`src/rtl/cpu_types_pkg.sv`:
```
// Shared CPU memory-side types: RAM status encoding, word type and counter widths.
// Latency: n/a (types only).
// Backpressure: n/a (types only).
package cpu_types_pkg;

  typedef logic [31:0] word_t;

  // RAM port status as reported by the memory model / controller.
  typedef enum logic [1:0] {
    FREE   = 2'd0,
    BUSY   = 2'd1,
    ACCESS = 2'd2,
    ERROR  = 2'd3
  } ramstate_t;

  localparam int STARVE_W = 4;  // starvation counter width
  localparam int ERRCNT_W = 8;  // saturating error counter width

endpackage

```
`src/rtl/memory_arbiter.sv`:
```
// Single-port RAM arbiter for dcache + icache; dcache has priority, bounded icache starvation.
// Latency: request seen in ARB at t -> RAM enables at t+1 -> wait low on first ACCESS (min 2 cycles).
// Backpressure: requester holds its request while its wait is high; FREE/BUSY/ERROR hold the grant.
//
// Ports:
//   CLK, nRST                     clock, async active-low reset
//   iREN, iaddr / iwait, iload    icache read request and response
//   dREN, dWEN, daddr, dstore     dcache request
//   dwait, dload                  dcache response
//   ramREN, ramWEN, ramaddr,
//   ramstore / ramload, ramstate  RAM port
//   mem_error, err_count          sticky error flag and saturating ERROR-cycle count
module memory_arbiter
  import cpu_types_pkg::*;
#(
  parameter int STARVE_MAX = 4
) (
  input  logic        CLK,
  input  logic        nRST,
  input  logic        iREN,
  input  logic [31:0] iaddr,
  output logic        iwait,
  output logic [31:0] iload,
  input  logic        dREN,
  input  logic        dWEN,
  input  logic [31:0] daddr,
  input  logic [31:0] dstore,
  output logic        dwait,
  output logic [31:0] dload,
  output logic        ramREN,
  output logic        ramWEN,
  output logic [31:0] ramaddr,
  output logic [31:0] ramstore,
  input  logic [31:0] ramload,
  input  logic [1:0]  ramstate,
  output logic        mem_error,
  output logic [7:0]  err_count
);

  typedef enum logic [1:0] {
    ARB    = 2'd0,
    DGRANT = 2'd1,
    IGRANT = 2'd2
  } arb_state_t;

  localparam logic [STARVE_W-1:0] STARVE_LIM = STARVE_W'(STARVE_MAX);

  arb_state_t            r_state;
  arb_state_t            w_next_state;
  logic [STARVE_W-1:0]   r_starve_cnt;
  logic [ERRCNT_W-1:0]   r_err_count;
  logic                  r_mem_error;

  ramstate_t             w_ramstate;
  logic                  w_dreq;
  logic                  w_d_done;
  logic                  w_i_done;
  logic                  w_grant_err;

  assign w_ramstate  = ramstate_t'(ramstate);
  assign w_dreq      = dREN | dWEN;
  // A word completes only if its requester is still asking in the ACCESS cycle.
  assign w_d_done    = (r_state == DGRANT) && w_dreq && (w_ramstate == ACCESS);
  assign w_i_done    = (r_state == IGRANT) && iREN   && (w_ramstate == ACCESS);
  // ACCESS/ERROR seen in ARB is stray and must not touch the counters.
  assign w_grant_err = (r_state != ARB) && (w_ramstate == ERROR);

  assign mem_error = r_mem_error;
  assign err_count = r_err_count;

  // State register.
  always_ff @(posedge CLK or negedge nRST) begin
    if (!nRST) begin
      r_state <= ARB;
    end else begin
      r_state <= w_next_state;
    end
  end

  // Next-state logic. Every completion or withdrawal goes back through ARB,
  // so a dcache burst re-arbitrates between words.
  always_comb begin
    w_next_state = r_state;
    case (r_state)
      ARB: begin
        if (w_dreq && iREN) begin
          w_next_state = (r_starve_cnt == STARVE_LIM) ? IGRANT : DGRANT;
        end else if (w_dreq) begin
          w_next_state = DGRANT;
        end else if (iREN) begin
          w_next_state = IGRANT;
        end else begin
          w_next_state = ARB;
        end
      end
      DGRANT: begin
        if (!w_dreq || (w_ramstate == ACCESS)) begin
          w_next_state = ARB;
        end
      end
      IGRANT: begin
        if (!iREN || (w_ramstate == ACCESS)) begin
          w_next_state = ARB;
        end
      end
      default: w_next_state = ARB;
    endcase
  end

  // Starvation guard: counts dcache words finished while the icache waits.
  always_ff @(posedge CLK or negedge nRST) begin
    if (!nRST) begin
      r_starve_cnt <= '0;
    end else if (!iREN || w_i_done) begin
      r_starve_cnt <= '0;
    end else if (w_d_done && (r_starve_cnt < STARVE_LIM)) begin
      r_starve_cnt <= r_starve_cnt + 1'b1;
    end
  end

  // Error tracking: sticky flag plus saturating count of ERROR cycles while granted.
  always_ff @(posedge CLK or negedge nRST) begin
    if (!nRST) begin
      r_mem_error <= 1'b0;
      r_err_count <= '0;
    end else if (w_grant_err) begin
      r_mem_error <= 1'b1;
      if (r_err_count != '1) begin
        r_err_count <= r_err_count + 1'b1;
      end
    end
  end

  // Output steering: purely combinational from state, live requester inputs and ramstate.
  always_comb begin
    iwait    = 1'b1;
    iload    = '0;
    dwait    = 1'b1;
    dload    = '0;
    ramREN   = 1'b0;
    ramWEN   = 1'b0;
    ramaddr  = '0;
    ramstore = '0;
    case (r_state)
      DGRANT: begin
        ramWEN   = dWEN;
        ramREN   = dREN & ~dWEN;  // write wins if both are asserted
        ramaddr  = daddr;
        ramstore = dstore;
        dload    = ramload;
        dwait    = ~w_d_done;
      end
      IGRANT: begin
        ramREN   = iREN;
        ramaddr  = iaddr;
        iload    = ramload;
        iwait    = ~w_i_done;
      end
      default: ;
    endcase
  end

endmodule

```
`config.mk`:
```
export PLATFORM = sky130hd
export DESIGN_NAME = memory_arbiter
export DESIGN_NICKNAME = d
export VERILOG_FILES = /design/src/rtl/cpu_types_pkg.sv /design/src/rtl/memory_arbiter.sv
export SDC_FILE = /design/constraint.sdc
export NUM_CORES = 1
export LEC_CHECK = 0
export CORE_AREA = 2 2 106 108
export DETAILED_ROUTE_END_ITERATION = 10
export DIE_AREA = 0 0 108 110
export GPL_TIMING_DRIVEN = 1
export PLACE_DENSITY = 0.67
export SYNTH_ARGS = -nofsm -noshare
export SYNTH_HDL_FRONTEND = slang
export SYNTH_SLANG_ARGS = --single-unit
```
`constraint.sdc`:
```
create_clock -name CLK -period 1.6 [get_ports CLK]
set_clock_uncertainty 0.2 [all_clocks]
set_input_delay 0.16 -clock CLK [delete_from_list [all_inputs] [get_ports CLK]]
set_output_delay 0.16 -clock CLK [all_outputs]
set_load 0.05 [all_outputs]
```
Word-level counts from Yosys, hierarchy flattened
Index checks and enable logic that the tools add are counted.
{"block": "word_totals", "elab_cells": 54, "regBits": 15, "latch_bits": 0, "ram_bits": 0, "memories": 0, "mem_bits_ro": 0, "out_inout_bits": 141}
{"block": "classes", "n_mul": 0, "n_addsub": 2, "mux": 17, "n_eq_ne": 8, "n_lt_le_gt_ge": 1, "reduce_logical": 17, "div_mod_pow": 0, "bitwise_logic": 5, "n_shift": 0}
{"op": "32-bit two-way mux", "n": 3}
{"op": "32-bit case mux with 2 select lines", "n": 1}
{"op": "2-bit two-way mux", "n": 6}
{"op": "8-bit by 1-bit adder with 8-bit output, second input constant", "n": 1}
{"op": "4-bit two-way mux", "n": 2}
{"op": "8-bit inequality test, second input constant", "n": 1}
{"op": "1-bit logical AND", "n": 7}
{"op": "2-bit == test, second input constant", "n": 3}
{"op": "2-bit case mux with 3 select lines", "n": 1}
{"op": "4-bit by 1-bit adder with 4-bit output, second input constant", "n": 1}
{"op": "4-bit by 3-bit == test with 1-bit output, second input constant", "n": 1}
{"op": "4-bit by 3-bit less-than comparator with 1-bit output, second input constant", "n": 1}
{"op": "2-bit by 1-bit inequality test with 1-bit output, second input constant", "n": 2}
{"op": "2-bit AND reduction", "n": 2}
{"op": "2-bit nonzero test", "n": 2}
{"op": "1-bit logical OR", "n": 3}
{"op": "1-bit two-way mux", "n": 3}
{"op": "1-bit inverter", "n": 3}
{"op": "2-bit by 1-bit == test with 1-bit output, second input constant", "n": 1}
{"op": "1-bit zero test", "n": 2}
{"op": "2-bit zero test", "n": 1}
{"op": "1-bit case mux with 2 select lines", "n": 1}
{"op": "1-bit AND", "n": 1}
{"op": "1-bit bitwise OR", "n": 1}

Longest topological paths before layout
{"block": "depth", "word_depth": 6, "mapped_depth": 6, "ltp_nobuf": 5}

Worst setup path before layout
No wires, ideal clock.
{"block": "synth_path", "path_kind": "reg-to-output", "start": "register r_state[1]", "end": "output port ramaddr[0]", "required_time_ns": 1.240, "path_stages_with_launch": 7, "path_buffers": 2, "path_slack_ns": -0.587, "t_arrival_ns": 1.827, "path_cell_list": "dfrtp_1 inv_1 ha_1 buf_2 clkbuf_1 a22oi_1 nor2b_1"}
{"block": "synth_via", "elab_chain_len": 2, "elab_cells_between_ends": 3}
{"element": "start: declaration", "line": "memory_arbiter.sv:48", "source": "arb_state_t r_state;"}
{"element": "start signal: assignment", "line": "memory_arbiter.sv:76", "source": "r_state <= w_next_state;"}
{"element": "2-bit == test or 2-bit by 1-bit == test with 1-bit output (tied branches)", "line": "memory_arbiter.sv:144", "source": "case (r_state)"}
{"element": "32-bit case mux with 2 select lines *", "line": "memory_arbiter.sv:144"}
{"element": "end: declaration", "line": "memory_arbiter.sv:32", "source": "output logic [31:0] ramaddr,"}
Every way passes the cells marked *; elsewhere a longest branch is shown, timed or not.

Final worst setup path
{"block": "layout_path", "start": "register r_state[0]", "end": "output port dload[14]"}
{"block": "layout_via", "elab_chain_len": 2}
{"element": "2-bit by 1-bit == test with 1-bit output", "line": "memory_arbiter.sv:144"}
{"element": "32-bit two-way mux", "line": "memory_arbiter.sv:144"}
{"element": "end: declaration", "line": "memory_arbiter.sv:29", "source": "output logic [31:0] dload,"}
No other way between the ends.

==> results by group <==
Run status
  – Status: finished with violations
  – Failing checks: negative setup slack

Finish
  – Fraction of layout cells with a size suffix above 1: roughly two thirds
  – Antenna cell count: 0
  – Area Overhead vs Synth: 280%
  – Post-layout nets: around 710
  – Design area: 7700 sq um

Synth
  – Post-synth top cells: and2_1 (98), nor2b_1 (33), a22oi_1 (32)
  – Syn nets: ~410
  – Number of flops mapped to enable cells by yosys: 0
  – Post-synthesis cell type count: 33
  – Synth Flop Type: dfrtp_1
  – Avg Synthesized Cell Area: roughly 7.5 sq um
  – Post-synth top area cell: and2_1
  – Count leader, synth: and2_1
  – Post-synth top area share: 30.3%
  – Seq/Total Area, Yosys: between 10% and 20%
  – Mapped cell area: 2020 sq um
  – Synth Warn #: 0
  – FF+latch count, synth: 15
  – Area contributors post-synth: and2_1 (30%), dfrtp_1 (19%), a22oi_1 (12%)
  – Synthesized instance count: roughly 270
  – Post-synth ARST share: 100%

Critical path
  – WS Path Type: reg -> out
  – Crit path DAT: 1.68 ns
  – Worst EP required: 1.24 ns
  – CP max stage delay: approximately 0.41 ns
  – Most frequent CP cell: buf_4
  – Crit-path max FO: 17
  – Crit-path slowest cell: dfrtp_1
  – CP Cell Sequence: buf_4, ha_4, buf_16, buf_4, and2_4, buf_12
  – Crit. End Element: output pin
  – Worst Path Buf+Inv: 4
  – Worst setup SP type: register
  – Critical path origin: r_state[0]
  – FF-to-FF Start: r_state[1]
  – Top Family by Delay on Critical Path: buffers and inverters

STA
  – RSZ-0062 raised after global routing: true
  – Slew @ Worst Pin: 0.332 ns
  – Slew margin rel.: 77.8%
  – Final setup TNS: -47.62 ns
  – Final hold violations: 0
  – Max-slew violations: 0
  – Final Setup Violations: 146
  – FMAX: around 490 MHz
  – Final worst slack: -0.435 ns
  – Period utilisation layout: 127%
  – Minimum clock period: between 2 and 2.5 ns

Detailed routing
  – DRT Wirelength: between 10 and 15 mm
  – DRC violations left: 0
  – Via count: around 3200
  – Final ANT Viol Nets: 0
  – Drt via density: 4.53
  – Initial DRC count: ~100
  – First-pass DRT Iterations: 4
  – WL/cell: between 20 and 25 um

Clocking
  – CTS Root Cell: clkbuf_8
  – CTS clock-pin slew for the worst setup and hold paths: 0.06 ns
  – Deepest clock path buffer count: 2
  – Post-CTS Hold Buffers: 0
  – CTS tree: done
  – CTS H-tree lvls: 1
  – Total CTS buffers: 3
  – Clock sink total: 15
  – Skew-Pair Late Insertion Delay: ~0.25 ns

Power
  – Sw power: ~5700 uW
  – Logic pwr share: between 90% and 100%
  – Power per cell area: 1570 nW/um^2
  – Worst vdd ir: 1.02 mV
  – Switching Fraction: a little under half
  – Internal: 6360 uW
  – Clk pwr share: under 10%
  – Leak Pwr: approximately 0.0031 uW
  – Seq pwr share: 4.9%

Global routing
  – Vias in the first global route: roughly 3400
  – Gr usage total: between 20 and 25%
  – Gr ovfl total: 0
  – Initial antenna violation count: 0
  – First-pass GRT wire length: about 20 mm
  – Largest net degree at the start of global routing: 57

Floorplan
  – Initial core utilization: 18.9%
  – Die X: between 100 and 150 um
  – Core Region: approximately 11000 sq um
  – Std-Cell Rows: 38
  – Die area: between 10000 and 15000 sq um
  – Top Ports: around 280
  – Die Y: 110 um

Placed design
  – Gpl congestion: slightly below 0.9
  – Placed wire-length estimate: roughly 11 mm
  – Placed inst area: between 7000 and 8000 sq um
  – Port buffer count: 275

Run
  – Max-cap viol count: 0

Min path
  – HP Class: in -> async
[logic make-up after synthesis]
kind of cell             count (synthesis)  synth area share, %
AND/OR/NAND/NOR                        159                 48.2
flip-flops                              15                 18.5
XOR/XNOR                                 1                0.433
buffers and inverters                   29                 6.06
adder cells (fa/ha/maj)                  7                 4.33
multiplexers                             7                 3.83
AO/OA/AOI/OAI                           51                 18.6
[path summary, 6_finish.rpt]
check / to / slack, ns / cells past startpoint
worst max-delay path: dload[14] / -0.44 / 6
worst max register to register: err_count[6] / -0.18 / 5
worst min-delay path: err_count[0] / 0.02 / 2
worst min register to register: mem_error / 0.34 / 1
min in group CLK: mem_error / 0.34 / 1
max in group asynchronous: err_count[7] / 0.97 / 2
[flip-flops by register name, indices dropped and copies added, names as in the netlist]
register and cells:
err_count 8, r_state 2, mem_error 1, r_starve_cnt 4
[cell usage in the layout (no fill, tap or decap), types with 5 or more instances in the layout]
cell / count
nand4_1: 5
buf_6: 9
and2_4: 87
nor2b_4: 32
dfrtp_1: 7
buf_12: 146
buf_4: 23
clkdlybuf4s50_1: 134
nor2_1: 5
and2_2: 11
dfrtp_2: 8
a22oi_2: 32
[area by class of cell]
type                    count  area (sq um)
fillers                   708          3000
repair buffers            321          4760
clock buffers               4          45.0
inverters                   6          22.5
multi-input cells         225          2310
flip-flops and latches     15           385
well taps                 140           175
[per-layer routing]
| layer | vias to the layer above | routed length (um) | track usage, % |
|---|---|---|---|
| met5 | - | 0 | 0 |
| met4 | 0 | 297 | 6.23 |
| met3 | 20 | 1210 | 6.76 |
| met2 | 128 | 8060 | 43.6 |
| met1 | 1562 | 4900 | 22.2 |
| li1 | 1513 | - | - |
[timing repair]
action,CTS,global route
setup endpoints to repair,145,146
hold endpoints to repair,0,0
cloned,3,5
resized for setup,55,41
pin swaps,12,22
buffers inserted,6,5
[power by group through the flow]
| stage | registers (uW) | logic, uW | clock network (uW) |
|---|---|---|---|
| global route | 602 | 11600 | 350 |
| floorplan | 785 | 5410 | 0 |
| finish | 590 | 11200 | 314 |
| CTS | 589 | 10700 | 327 |
| detailed placement | 599 | 10300 | 0 |
| global placement | 596 | 10200 | 0 |
[per-stage QoR]
stage          power, uW  hold slack [ns]  utilization, %  instances  setup slack (ns)
2_1_floorplan       6200           -0.336               -        269           -0.0655
6_report           12100           0.0232            72.0        711            -0.435
3_5_place_dp       10900            0.297            65.8        690            -0.199
3_3_place_gp       10800            0.294            65.8        690            -0.164
4_1_cts            11600           0.0218            69.4        702            -0.400
5_1_grt            12500           0.0370            72.0        711            -0.480
No activity file was read; power rests on OpenSTA's default activity.
